--- config.mk ---
export PLATFORM = sky130hd
export DESIGN_NAME = mux_barrido
export DESIGN_NICKNAME = d
export VERILOG_FILES = /design/src/rtl/mux_barrido.sv
export SDC_FILE = /design/constraint.sdc
export NUM_CORES = 1
export LEC_CHECK = 0
export ABC_AREA = 0
export BUFFER_PORTS_ARGS = -buffer_cell sky130_fd_sc_hd__buf_4
export CORE_ASPECT_RATIO = 1.4
export CORE_MARGIN = 2
export CORE_UTILIZATION = 40
export CTS_CLUSTER_SIZE = 16
export DETAILED_ROUTE_END_ITERATION = 8
export PLACE_DENSITY = 0.66
export SLEW_MARGIN = 20
export SYNTH_ARGS = -nofsm -noshare
export SYNTH_HDL_FRONTEND = slang
export SYNTH_SLANG_ARGS = --single-unit
--- constraint.sdc ---
create_clock -name clk -period 3.77 [get_ports clk]
set_clock_uncertainty 0.15 [all_clocks]
set_input_delay 0.5655 -clock clk [delete_from_list [all_inputs] [get_ports clk]]
set_output_delay 0.5655 -clock clk [all_outputs]
set_load 0.01 [all_outputs]
--- src/rtl/mux_barrido.sv ---
// Registered N-channel multiplexer with manual select and a masked round-robin
// scanner that dwells PERMANENCIA enabled cycles per channel.
module mux_barrido #(
    parameter int N_CANALES   = 16,
    parameter int ANCHO       = 1,
    parameter int ANCHO_SEL   = 4,
    parameter int PERMANENCIA = 4
) (
    input  logic                         clk,
    input  logic                         rst_n,
    input  logic                         en,
    input  logic                         modo,
    input  logic [ANCHO_SEL-1:0]         Seleccion,
    input  logic [N_CANALES*ANCHO-1:0]   Dn,
    input  logic [N_CANALES-1:0]         mascara,
    output logic [ANCHO-1:0]             Y,
    output logic [ANCHO_SEL-1:0]         canal,
    output logic                         valido,
    output logic                         fin_barrido
);
    localparam int CW = $clog2(PERMANENCIA) + 1;
    localparam logic [CW-1:0] ULTIMO = CW'(PERMANENCIA - 1);

    typedef enum logic [0:0] {MANUAL = 1'b0, BARRIDO = 1'b1} estado_t;

    estado_t                estado_r, estado_s;
    logic [CW-1:0]          cnt_r, cnt_s;
    logic [ANCHO_SEL-1:0]   canal_r, canal_s;
    logic [ANCHO-1:0]       y_r, y_s;
    logic                   valido_r, valido_s;
    logic                   fin_r, fin_s;
    logic [ANCHO_SEL-1:0]   primero_s, siguiente_s;
    logic                   hay_s, hay_sig_s;

    // Out-of-range indices yield zero instead of an illegal slice.
    function automatic logic [ANCHO-1:0] dato_canal(
        input logic [N_CANALES*ANCHO-1:0] dn,
        input logic [ANCHO_SEL-1:0]       idx
    );
        logic [ANCHO-1:0] d;
        d = '0;
        for (int k = 0; k < N_CANALES; k++) begin
            d = (int'(idx) == k) ? dn[k*ANCHO +: ANCHO] : d;
        end
        return d;
    endfunction

    // Priority search: lowest enabled channel and lowest enabled channel above canal_r.
    always_comb begin
        primero_s   = '0;
        siguiente_s = '0;
        hay_s       = 1'b0;
        hay_sig_s   = 1'b0;
        for (int k = N_CANALES - 1; k >= 0; k--) begin
            primero_s   = mascara[k] ? ANCHO_SEL'(k) : primero_s;
            hay_s       = hay_s | mascara[k];
            siguiente_s = (mascara[k] && (k > int'(canal_r))) ? ANCHO_SEL'(k) : siguiente_s;
            hay_sig_s   = hay_sig_s | (mascara[k] && (k > int'(canal_r)));
        end
    end

    // Next-state and next-output decision for one enabled edge.
    always_comb begin
        estado_s = estado_r;
        cnt_s    = cnt_r;
        canal_s  = canal_r;
        valido_s = valido_r;
        fin_s    = 1'b0;
        if (!modo) begin
            estado_s = MANUAL;
            cnt_s    = '0;
            canal_s  = Seleccion;
            valido_s = (int'(Seleccion) < N_CANALES);
        end else begin
            estado_s = BARRIDO;
            if (!hay_s) begin
                valido_s = 1'b0;
            end else if ((estado_r == MANUAL) || !valido_r) begin
                // Fresh start: entering scan or recovering from an empty mask.
                canal_s  = primero_s;
                cnt_s    = '0;
                valido_s = 1'b1;
            end else if (cnt_r != ULTIMO) begin
                cnt_s = cnt_r + CW'(1);
            end else begin
                cnt_s   = '0;
                canal_s = hay_sig_s ? siguiente_s : primero_s;
                fin_s   = ~hay_sig_s;
            end
        end
        y_s = valido_s ? dato_canal(Dn, canal_s) : '0;
    end

    // State and output registers; a disabled edge only clears the sweep strobe.
    always_ff @(posedge clk or negedge rst_n) begin
        if (!rst_n) begin
            estado_r <= MANUAL;
            cnt_r    <= '0;
            canal_r  <= '0;
            y_r      <= '0;
            valido_r <= 1'b0;
            fin_r    <= 1'b0;
        end else if (en) begin
            estado_r <= estado_s;
            cnt_r    <= cnt_s;
            canal_r  <= canal_s;
            y_r      <= y_s;
            valido_r <= valido_s;
            fin_r    <= fin_s;
        end else begin
            fin_r    <= 1'b0;
        end
    end

    assign Y           = y_r;
    assign canal       = canal_r;
    assign valido      = valido_r;
    assign fin_barrido = fin_r;

endmodule
## After elaboration in Yosys (flattened, before gate mapping)

Cells that the tools add are included.

| storage, ports and cells | value |
|---|---|
| register bits | 11 |
| latch bits | 0 |
| memory bits (writable) | 0 |
| ROM bits | 0 |
| logic and storage cells | 155 |
| memories | 0 |

| cells by class | value |
|---|---|
| add/subtract/negate cells | 1 |
| multiply operators | 0 |
| div/mod/pow operators | 0 |
| magnitude comparators | 15 |
| eq/ne operators | 17 |
| shift operators | 0 |
| mux-type cells | 66 |
| bitwise logic cells | 31 |
| reductions and logical operators | 19 |

Operator list:

| operator | number |
|---|---|
| $mux W4 | 36 |
| $eq A4 B4 Y1 const B | 8 |
| $gt A4 B4 Y1 const A | 8 |
| $or A1 B1 Y1 | 29 |
| $mux W1 | 26 |
| $eq A4 B3 Y1 const B | 4 |
| $gt A3 B4 Y1 const A | 4 |
| $logic_and A1 B1 Y1 | 15 |
| $mux W3 | 4 |
| $eq A4 B2 Y1 const B | 2 |
| $gt A2 B4 Y1 const A | 2 |
| $eq A4 B1 Y1 const B | 1 |
| $gt A1 B4 Y1 const A | 1 |
| $logic_not A4 Y1 | 1 |
| $add A3 B1 Y3 const B | 1 |
| $ne A3 B2 Y1 const B | 1 |
| $ne A2 B1 Y1 const B | 1 |
| $not A1 Y1 | 2 |
| $reduce_and A2 Y1 | 1 |
| $logic_not A1 Y1 | 1 |
| $logic_or A1 B1 Y1 | 1 |

## Longest topological paths before layout

Gate-level depths: netlist of the first run.

| depth | value |
|---|---|
| word-level depth | 40 |
| gate-level depth with buffers | 11 |
| depth with buffers taken out | 11 |

## Worst setup path before layout of the first run

Ideal clock, no wire load.

| timing path | value |
|---|---|
| path type | input to register |
| from | input port mascara[3] |
| to | register y_r, in the netlist Y |
| arrival | 2.872 ns |
| required time | 3.489 ns |
| slack | 0.617 ns |
| stages | 9 |
| path through | nor4_1 and4_1 clkbuf_2 nor3_1 a221oi_2 mux2_2 o221ai_1 a211oi_1 or3_1 |

| between the ends | value |
|---|---|
| longest elaborated chain between the ends | 27 |

RTL lines:

| element | RTL line | RTL |
|---|---|---|
| start, declared | 15 | `input logic [N_CANALES-1:0] mascara,` |
| $mux W4 / $logic_and A1 B1 Y1 (equally long branches) | 55, 57, 58 |  |
| $mux W4 (tied with other cells) (3 in series) | 55 | `primero_s = mascara[k] ? ANCHO_SEL'(k) : primero_s;` |
| $mux W4 | 87 | `canal_s = hay_sig_s ? siguiente_s : primero_s;` |
| $mux W4 | 83 | `end else if (cnt_r != ULTIMO) begin` |
| $mux W4 | 78 | `end else if ((estado_r == MANUAL) \|\| !valido_r) begin` |
| $mux W4 | 76 | `if (!hay_s) begin` |
| $mux W4 | 69 | `if (!modo) begin` |
| $logic_not A4 Y1 | 43 | `d = (int'(idx) == k) ? dn[k*ANCHO +: ANCHO] : d;` |
| $mux W1 (16 in series) | 43 |  |
| $mux W1 * | 91 | `y_s = valido_s ? dato_canal(Dn, canal_s) : '0;` |
| end signal, assigned | 107 | `y_r <= y_s;` |
| end, declared | 29 | `logic [ANCHO-1:0] y_r, y_s;` |

Mark *: on every way between the ends. The rest lies on a longest branch, timed or not.
A chain may end at the register's enable or synchronous reset.

## Worst setup path in the final report of the first run

| timing path | value |
|---|---|
| from | register canal_r[3], in the netlist canal[3] |
| to | register y_r, in the netlist Y |

| between the ends | value |
|---|---|
| longest elaborated chain between the ends | 40 |

RTL lines:

| element | RTL line | RTL |
|---|---|---|
| start, declared | 28 | `logic [ANCHO_SEL-1:0] canal_r, canal_s;` |
| start signal, assigned | 106 | `canal_r <= canal_s;` |
| $gt A4 B4 Y1 | 57, 58 |  |
| $logic_and A1 B1 Y1 | 57, 58 |  |
| $mux W4 (15 in series) | 57 | `siguiente_s = (mascara[k] && (k > int'(canal_r))) ? ANCHO_SEL'(k) : siguiente_s;` |
| $mux W4 | 87 |  |
| $mux W4 | 83 |  |
| $mux W4 | 78 |  |
| $mux W4 * | 76 |  |
| $mux W4 * | 69 |  |
| $logic_not A4 Y1 | 43 |  |
| $mux W1 (15 in series) | 43 |  |
| $mux W1 * | 43 |  |
| $mux W1 * | 91 |  |

Marked as above.

==> summary.txt, run 1 <==
Power
  • Power per cell area: 272 nW/um^2
  • Highest ir drop seen on vdd: 0.316 mV
  • Leak Pwr: 0.788 nW

Global routing
  • First-pass GRT wire length: 6610 um
  • Total track usage: 22.3%
  • Grt ovf: 0
  • Maximum number of pins on one net before global-route repair: 18
  • Vias in the first global route: 1503
  • Initial antenna violation count: 0

Worst setup path
  • Critical path type: register to register
  • Reg2Reg Setup Slack: 0.31 ns
  • Arrival @ worst endpoint: 3.42 ns
  • WP data required: 3.73 ns
  • Worst R2R Path Depth: 10
  • Worst reg2reg path endpoint: Y
  • Worst-path maximum fanout: 15
  • FF-to-FF Start: canal[3]
  • Startpoint Class: register
  • CP endpoint kind: register

Place
  • Final Wtd Congestion: 0.890
  • PortBufs: 46
  • Dpl hpwl: 3350 um
  • Pre-CTS WS: -0.0278 ns
  • Dpl cell area: 1760 sq um

STA
  • Fmax: 289 MHz
  • Final period util: 91.7%
  • Worst slew pin tran: 0.628 ns
  • Final Hold Viols: 0
  • Setup Viol. Count Final: 0
  • Fin crit period: 3.46 ns
  • Max-slew violations: 0
  • Max_slew headroom: 57.7%
  • Unrepaired setup endpoints after global routing: false
  • PnR worst setup slack: 0.312 ns

Synth
  • Async S/R FF share, synth: 100%
  • Synth Area in Simple Gates: 28.7%
  • Synth top area cells: dfrtp_1, nor2_1, a21oi_1
  • Mux cell area share after synthesis: 6.37%
  • Seq cells post-synth: 11
  • Commonest register cell after synthesis: dfrtp_1
  • Syn_nets: 224
  • Yosys top cell area share: 20.0%
  • Synth Area in Adders: 0.910%
  • Cell variety after synth: 59
  • Cells after Synth: 183
  • EDFF count, synth: 0
  • Yosys top cell by area: dfrtp_1
  • Synth Warn #: 0
  • Sequential area share after synthesis: 20.0%
  • Cell Area, Synth: 1380 sq um
  • Post-synthesis compound-gate area fraction: 38.1%
  • Xor-xnor portion of the synthesized cell area: 0%
  • Largest family of logic cells by synthesized area: compound AO/OA/AOI/OAI gates
  • Mean post-synth cell area: 7.51 sq um

Cells and area
  • Final instance area: 1810 sq um
  • Most frequent cells in the layout: buf_4, nor2_1, nand2_1, a21oi_1, dfrtp_1
  • Most common cell after layout, fill and taps aside: buf_4
  • Share of cells above drive strength 1: 32.6%
  • Final net count: 272
  • Core Util, Final: 54.2%
  • Area grow syn2layout: 31.8%
  • Ant diodes: 0

Floorplanning
  • # IOs: 47
  • Core area: 3350 sq um
  • Die X: 53.6 um
  • Die H: 73.4 um
  • Initial core utilization: 41.1%
  • Row cnt: 25
  • Die area: 3930 sq um

Route
  • Final WL: 4170 um
  • Routed wire per std cell: 15.4 um
  • DR DRC count: 0
  • Drt pass-1 iters: 4
  • 1st-iter DRT viols: 50
  • Via count: 1624
  • Avg Vias per Cell: 6.01
  • Antenna-violating nets left: 0

Clock tree
  • Clock Path Buffers: 2
  • Clk_lat worst skew: 0.23 ns
  • Clk sinks: 11
  • Root buf cell: clkbuf_8
  • TritonCTS clock tree: yes
  • Setup Fix Bufs, Post-CTS: 0
  • Worst-path clk slew: 0.05 ns
  • Num CTS Buffers: 3
  • Htree depth: 1

Status
  • Status: finished, final reports clean

Run
  • Max cap viols: 0

Hold path
  • Hold crit path type: input pin to async pin
## stage by stage
step | hold WS (ns) | TNS [ns] | power (mW) | cells
2_1_floorplan | 0.120 | 0 | 0.293 | 183
3_3_place_gp | 0.255 | -0.00221 | 0.378 | 266
3_5_place_dp | 0.256 | -0.0278 | 0.377 | 266
4_1_cts | 0.00820 | 0 | 0.493 | 270
5_1_grt | 0.0121 | 0 | 0.531 | 270
6_report | 0.00594 | 0 | 0.493 | 270
## metal layers
layer	track usage [%]	share of wire (%)
met2	38.4	50
met5	0	0
met3	1.83	4.6
met4	10.8	4.2
met1	27.1	41
## power breakdown
part           switching [mW]  leakage (nW)  internal [mW]
sequential             0.0281         0.136          0.129
clock                  0.0401        0.0228         0.0739
combinational           0.113         0.629          0.109
total                   0.181         0.788          0.312
## synth_stat cells, types with 2 or more instances
library cell   n
a211oi_1       3
a21boi_0       3
a21oi_1       14
a22o_1         2
a22oi_1        4
a2bb2oi_1      2
a31oi_1        3
and2b_1        2
and3_2         2
buf_4          2
clkbuf_1       2
dfrtp_1       11
inv_1         10
mux2_2         6
mux2i_1        2
nand2_1       16
nand3_1        4
nand4_1        3
nor2_1        20
nor2b_1        3
nor3_1         8
nor3b_1        2
nor4_1         4
o211ai_1       2
o21ai_0        8
o221ai_1       4
o22ai_1        5
o311ai_0       2
o31ai_1        2
or2_2          2
or4_1          2
## worst max-delay path: stages (launching register included)
cell	delay (ns)
dfrtp_1	0.64
inv_1	0.28
a32oi_2	0.35
nand4_1	0.22
o21ai_2	0.29
and3_2	0.26
nor2_2	0.08
or4_1	0.50
a21oi_1	0.15
a211oi_1	0.06
or3_1	0.34
## timing repair
item,CTS,global route
hold buffers,0,0
hold endpoints to repair,0,0
resized for setup,0,1
setup endpoints to repair,0,1
## worst max path at each step
stage / from / endpoint
floorplan: mascara[3] / Y
global placement: mascara[3] / Y
detailed placement: mascara[3] / Y
CTS: canal[1] / Y
global route: canal[1] / Y
finish: canal[3] / Y
## cells by family after synthesis
logic type / after synthesis
multiplexers: 8
flip-flops: 11
adder cells (fa/ha/maj): 1
buffers and inverters: 17
AO/OA/AOI/OAI: 70
AND/OR/NAND/NOR: 76
## flip-flops by register name (all words and copies together), names as in the netlist
name / flops
canal: 4
Y: 1
cnt_r: 3
estado_r: 1
fin_barrido: 1
valido: 1
## layout make-up
class	instances	area [sq um]
clock buffers	4	45.0
fillers	333	1530
inverters	10	37.5
multi-input cells	155	1030
flip-flops and latches	11	275
well taps	40	50.0
repair buffers	50	375
Power figures use the tool's default switching activity.
==> run 2, diff against run 1 <==
- CELL_PAD_IN_SITES_DETAIL_PLACEMENT: default -> 1
- CELL_PAD_IN_SITES_GLOBAL_PLACEMENT: default -> 1
- CORE_UTILIZATION: 40 -> 35
- PLACE_DENSITY: 0.66 -> default
- PLACE_DENSITY_LB_ADDON: default -> 0.1
==> run 2 against run 1 <==
  * The run now ends with hold timing left
  * Cell count increased by 1.5%
  * Sequential share of layout area increased by 0.070 points
  * Via count increased by 4.9%
  * Register-to-register slack improved by 0.09 ns
  * Routed wire length increased by 24%
  * Non-clock buffer count increased by 1
  * Hold slack got worse by 0.011 ns
  * Global-route usage increased by 0.96 points
  * Die area increased by 13%
  * Total power increased by 4.3%
  * Flip-flop and latch count unchanged
  * Sequential power decreased by 3%
  * Highest routed layer unchanged
==> summary.txt, run 2 (synthesis gave the netlist of run 1 again) <==
Route
  • DR DRC count: 0 (unchanged)
  • Antenna-violating nets left: 0 (unchanged)
  • Avg Vias per Cell: 6.22 (+3.4%)
  • Via count: 1704 (+4.9%)
  • Final WL: 5170 um (+24%)
  • Drt pass-1 iters: 4 (unchanged)
  • 1st-iter DRT viols: 61 (+22%)
  • Routed wire per std cell: 18.9 um (+22%)

Floorplanning
  • Core area: 3850 sq um (+15%)
  • Die area: 4450 sq um (+13%)
  • # IOs: 47 (unchanged)
  • Die H: 78.2 um (+6.5%)
  • Row cnt: 27 (+8.0%)
  • Initial core utilization: 35.7% (-5.4 points)
  • Die X: 57.0 um (+6.4%)

Power
  • Final Power: 0.514 mW (+4.3%)
  • Clock network power share: 23.6% (+0.5 points)
  • Cell internal pwr: 0.315 mW (+0.70%)
  • Comb pwr share: 46.6% (+1.6 points)
  • NetSw: 0.200 mW (+10%)
  • Leak Pwr: 0.793 nW (+0.63%)
  • Highest ir drop seen on vdd: 0.241 mV (-24%)
  • Power per cell area: 281 nW/um^2 (+3.4%)
  • Sw Share: 38.9% (+2.2 points)
  • Sequential power share: 29.8% (-2.1 points)

Global routing
  • First-pass GRT wire length: 8360 um (+26%)
  • Total track usage: 23.2% (+0.96 points)
  • Grt ovf: 0 (unchanged)
  • Initial antenna violation count: 0 (unchanged)
  • Vias in the first global route: 1841 (+22%)
  • Maximum number of pins on one net before global-route repair: 16 (-2)

STA
  • Fin crit period: 3.37 ns (-0.0867 ns)
  • Fmax: 297 MHz (+2.6%)
  • Worst slew pin tran: 0.627 ns (-0.000821 ns)
  • Worst hold slack: -0.00485 ns (-0.0108 ns)
  • Setup Viol. Count Final: 0 (unchanged)
  • Final period util: 89.4% (-2.3 points)
  • Final Hold Viols: 8 (+8)
  • Unrepaired setup endpoints after global routing: false
  • Max_slew headroom: 57.9% (+0.12 points)
  • Sum Neg Setup Slack: 0 ns (unchanged)
  • Max-slew violations: 0 (unchanged)

Clock tree
  • Post_cts resized: 0 (unchanged)
  • Root buf cell: clkbuf_8
  • Htree depth: 1 (unchanged)
  • Num CTS Buffers: 3 (unchanged)
  • Clk sinks: 11 (unchanged)
  • Clk_lat worst skew: 0.24 ns (about the same)
  • TritonCTS clock tree: yes
  • Worst-path clk slew: 0.05 ns (about the same)
  • Clock Path Buffers: 2 (unchanged)
  • Setup Fix Bufs, Post-CTS: 0 (unchanged)
  • Hold buffers post-CTS: 0 (unchanged)

Worst setup path
  • WP data required: 3.74 ns (about the same)
  • CP max stage cell: dfrtp_2
  • Startpoint Class: register
  • CP dominant cell by count: o21ai_0
  • Cell Chain, Critical Path: and2b_2 -> o21ai_0 -> nand4_1 -> o21ai_2 -> o311ai_0 -> a31oi_1 -> nor2_1 -> o21ai_0 -> a211oi_1 -> or3_1
  • Worst-path maximum fanout: 15 (unchanged)
  • Worst path max stage delay: 0.53 ns (-0.11 ns)
  • Critical path type: register to register
  • Arrival @ worst endpoint: 3.34 ns (-0.08 ns)
  • CP endpoint kind: register

Run
  • Max cap viols: 0 (unchanged)

Place
  • Placed cells: 270 (+1.5%)
  • PortBufs: 46 (unchanged)
  • Final Wtd Congestion: 0.926 (+4.0%)
  • Dpl hpwl: 4290 um (+28%)

Cells and area
  • Area grow syn2layout: 33.0%
  • Most common cell after layout, fill and taps aside: buf_4
  • Core Util, Final: 47.5% (-6.7 points)
  • Final net count: 273 (+0.37%)
  • Finished Layout Cells: 274 (+1.5%)
  • Most frequent cells in the layout: buf_4, nor2_1, nand2_1, a21oi_1, inv_1
  • Share of cells above drive strength 1: 34.6% (+2.0 points)
  • Number of flip-flops in the largest register: 4 (unchanged)
  • Ant diodes: 0 (unchanged)

Hold path
  • Hold crit path type: input pin to async pin

Status
  • Status: finished, violations left
  • Failing checks: hold timing
-- run 2: path summary, 6_finish.rpt --
kind / slack (ns) / endpoint / depth (start not counted) / start
worst max-delay path: 0.40 / Y / 10 / canal[1]
worst min-delay path: -0.005 / cnt_r[0] / 1 / rst_n
worst max register to register: 0.40 / Y / 10 / canal[1]
worst min register to register: 0.36 / cnt_r[2] / 1 / cnt_r[2]
max in group asynchronous: 3.31 / canal[0] / 1 / rst_n
min in group clk: 0.36 / cnt_r[2] / 1 / cnt_r[2]
-- run 2: critical path: cells and delay by family, from the launching register on --
| family | cells | cell delay (ns) |
|---|---|---|
| compound gates | 6 | 1.50 |
| flops | 1 | 0.53 |
| simple gates | 4 | 1.05 |
-- run 2: routing by layer --
layer	vias up	global-route usage (%)	part of all wire [%]
li1	806	-	-
met1	833	23.7	37
met2	54	45.9	57
met3	11	3.13	3.5
met4	0	8.84	2.4
met5	-	0	0
-- run 2: cell type report --
cell class | count | area (sq um)
Fill cell | 507 | 2020
Multi-Input combinational cell | 155 | 1030
Timing Repair Buffer | 51 | 383
Sequential cell | 11 | 279
Tap cell | 43 | 53.8
Clock buffer | 3 | 41.3
Inverter | 10 | 37.5
Clock inverter | 1 | 5.00
-- run 2: per-stage QoR --
| stage | worst slack (ns) | instance area (sq um) | hold slack, ns |
|---|---|---|---|
| floorplan | 0.617 | 1380 | 0.120 |
| global placement | 0.120 | 1770 | 0.255 |
| detailed placement | 0.0426 | 1770 | 0.259 |
| CTS | 0.189 | 1810 | 0.000973 |
| global route | 0.106 | 1830 | 0.000136 |
| finish | 0.398 | 1830 | -0.00485 |
-- run 2: power groups by stage --
stage	Combinational [mW]	Sequential (mW)	Clock (mW)
2_1_floorplan	0.147	0.145	0
3_3_place_gp	0.230	0.152	0
3_5_place_dp	0.237	0.154	0
4_1_cts	0.239	0.152	0.122
5_1_grt	0.262	0.156	0.129
6_report	0.240	0.153	0.122
==> run 3, diff against run 2 <==
- ABC_AREA: 0 -> 1
==> run 3 against run 2 <==
  * The flow now finishes without violations
  * Worst setup slack gained 0.20 ns
  * Area after synthesis increased by 8.2%
  * Die area is 7.7% higher
  * Sequential power about the same
  * Routed wire length down 8.7%
  * Largest cell class unchanged
  * Cell count is 20% higher
  * Via count is 1.3% higher
  * Combinational power decreased by 6%
  * Global-route usage decreased by 2.5 points
  * Critical path depth grew 18
  * Core utilization shrank 1.1 points
  * Sequential share of layout area shrank 1.0 points
==> summary.txt, run 3 <==
Power
  • Leak Pwr: 0.996 nW (+26%)
  • Power per cell area: 255 nW/um^2 (-9.3%)
  • Highest ir drop seen on vdd: 0.216 mV (-10%)

Clock tree
  • Clk sinks: 11 (unchanged)
  • Post_cts resized: 0 (unchanged)
  • TritonCTS clock tree: yes
  • Num CTS Buffers: 3 (unchanged)
  • Clk_lat worst skew: 0.23 ns (about the same)
  • Htree depth: 1 (unchanged)
  • Clock Path Buffers: 2 (unchanged)
  • Hold buffers post-CTS: 0 (unchanged)
  • Setup Fix Bufs, Post-CTS: 0 (unchanged)
  • Root buf cell: clkbuf_8
  • Worst-path clk slew: 0.05 ns (about the same)

Synth
  • Synth top area cells: dfrtp_1, nand2_1, inv_1
  • Async S/R FF share, synth: 100% (unchanged)
  • Commonest cells post-synth: nand2_1, inv_1, nor2_1, o21ai_0, dfrtp_1
  • Mean post-synth cell area: 6.33 sq um (-16%)
  • Cells after Synth: 235 (+28%)
  • Most numerous cell in the Yosys netlist: nand2_1
  • Synth Warn #: 0 (unchanged)
  • Cell Area, Synth: 1490 sq um (+8.2%)
  • Cell variety after synth: 43 (-27%)
  • Sequential area share after synthesis: 18.5% (-1.5 points)
  • Commonest register cell after synthesis: dfrtp_1
  • Yosys top cell area share: 18.5% (-1.5 points)
  • Yosys top cell by area: dfrtp_1
  • EDFF count, synth: 0 (unchanged)
  • Seq cells post-synth: 11 (unchanged)
  • Syn_nets: 276 (+23%)

Route
  • Avg Vias per Cell: 5.23 (-16%)
  • Drt pass-1 iters: 4 (unchanged)
  • Via count: 1727 (+1.3%)
  • Antenna-violating nets left: 0 (unchanged)
  • 1st-iter DRT viols: 55 (-9.8%)
  • Routed wire per std cell: 14.3 um (-24%)
  • Final WL: 4730 um (-8.7%)
  • DR DRC count: 0 (unchanged)

Global routing
  • Initial antenna violation count: 0 (unchanged)
  • Total track usage: 20.8% (-2.5 points)
  • Vias in the first global route: 1741 (-5.4%)
  • Maximum number of pins on one net before global-route repair: 12 (-4)
  • First-pass GRT wire length: 7720 um (-7.6%)
  • Grt ovf: 0 (unchanged)

STA
  • Worst hold slack: 0.0105 ns (+0.0154 ns)
  • Setup Viol. Count Final: 0 (unchanged)
  • Final Hold Viols: 0 (-8)
  • Max_slew headroom: 68.5% (+11 points)
  • Sum Neg Setup Slack: 0 ns (unchanged)
  • Unrepaired setup endpoints after global routing: false
  • Final period util: 84.0% (-5.4 points)
  • Max-slew violations: 0 (unchanged)
  • Fin crit period: 3.17 ns (-0.205 ns)
  • Worst slew pin tran: 0.470 ns (-0.157 ns)
  • Fmax: 316 MHz (+6.5%)

Floorplanning
  • Die area: 4800 sq um (+7.7%)
  • # IOs: 47 (unchanged)
  • Die H: 81.1 um (+3.8%)
  • Initial core utilization: 35.7% (about the same)
  • Core area: 4170 sq um (+8.3%)
  • Die X: 59.1 um (+3.7%)
  • Row cnt: 28 (+3.7%)

Worst setup path
  • Startpoint Class: register
  • Worst path max stage delay: 0.59 ns (+0.06 ns)
  • CP endpoint kind: register
  • Worst-path maximum fanout: 10 (-5)
  • CP dominant cell by count: nand2_1
  • CP max stage cell: dfrtp_1
  • Arrival @ worst endpoint: 3.14 ns (-0.20 ns)
  • Critical path type: register to register
  • WP data required: 3.74 ns (about the same)

Cells and area
  • # fillers: 588 (+16%)
  • Most frequent cells in the layout: nand2_1, buf_4, inv_1, nor2_1, o21ai_0
  • Most common cell after layout, fill and taps aside: nand2_1
  • Final net count: 327 (+20%)
  • Finished Layout Cells: 330 (+20%)
  • Core Util, Final: 46.4% (-1.1 points)
  • Area grow syn2layout: 30.0%
  • Ant diodes: 0 (unchanged)
  • Share of cells above drive strength 1: 34.7% (+0.10 points)
  • Number of flip-flops in the largest register: 4 (unchanged)

Status
  • Status: finished, final reports clean

Hold path
  • Hold crit path type: input pin to async pin

Place
  • Dpl hpwl: 4100 um (-4.5%)
  • PortBufs: 46 (unchanged)
  • Placed cells: 326 (+21%)
  • Final Wtd Congestion: 0.846 (-8.6%)

Run
  • Max cap viols: 0 (unchanged)
-- run 3: changes by cell type after synthesis, sizes merged, moves of 6 or more --
cell | before | now
nand2 | 16 | 76
mux2 | 6 | 0
a21oi | 14 | 8
nand4 | 3 | 9
o21ai | 9 | 19
nand3 | 4 | 12
inv | 10 | 41
-- run 3: critical path: cells and delay by family, from the launching register on --
kind            cells  cell delay, ns
compound gates      3            0.32
flops               1            0.59
buf+inv             3            0.30
simple gates       22            1.69
-- run 3: worst paths after layout --
path                       slack [ns]  startpoint       end  cells past startpoint
setup / recovery                 0.60    canal[3]         Y                     28
hold / removal                   0.01       rst_n  canal[0]                      1
setup reg to reg                 0.60    canal[3]         Y                     28
hold reg to reg                  0.33    estado_r  estado_r                      2
max in group asynchronous        3.31       rst_n  cnt_r[1]                      1
min in group clk                 0.33    estado_r  estado_r                      2
-- run 3: layout make-up --
type	instances	area (sq um)	share of cell area [%]
Timing Repair Buffer	47	353	18.2
Multi-Input combinational cell	181	1040	53.6
Inverter	42	168	8.67
Tap cell	45	56.3	2.91
Sequential cell	11	275	14.2
Clock buffer	4	45.0	2.33
-- run 3: per-layer routing --
| metal | share of wire [%] | wire length, um | global-route usage [%] | vias up |
|---|---|---|---|---|
| li1 | - | - | - | 875 |
| met2 | 61 | 2880 | 45.4 | 29 |
| met4 | 0.44 | 21 | 3.64 | 0 |
| met3 | 2.1 | 100 | 0.637 | 2 |
| met5 | 0 | 0 | 0 | - |
| met1 | 37 | 1730 | 20.5 | 821 |
-- run 3: kinds of logic after synthesis --
family	synth area share, %
buffers and inverters	11.8
DFF	18.5
AOI/OAI and AO/OA	21.9
adders and majority gates	0.841
and+or+nand+nor	47.0
-- run 3: stage by stage --
step | cell area [sq um] | total power [mW] | setup WS [ns]
finish | 1930 | 0.494 | 0.603
global route | 1930 | 0.537 | 0.231
CTS | 1930 | 0.502 | 0.542
detailed placement | 1890 | 0.386 | 0.320
global placement | 1890 | 0.382 | 0.301
floorplan | 1490 | 0.293 | 0.932
-- run 3: power breakdown --
group,internal [mW],switching [mW],total (mW)
Clock,0.0739,0.0399,0.114
Sequential,0.133,0.0217,0.154
Combinational,0.0966,0.129,0.225
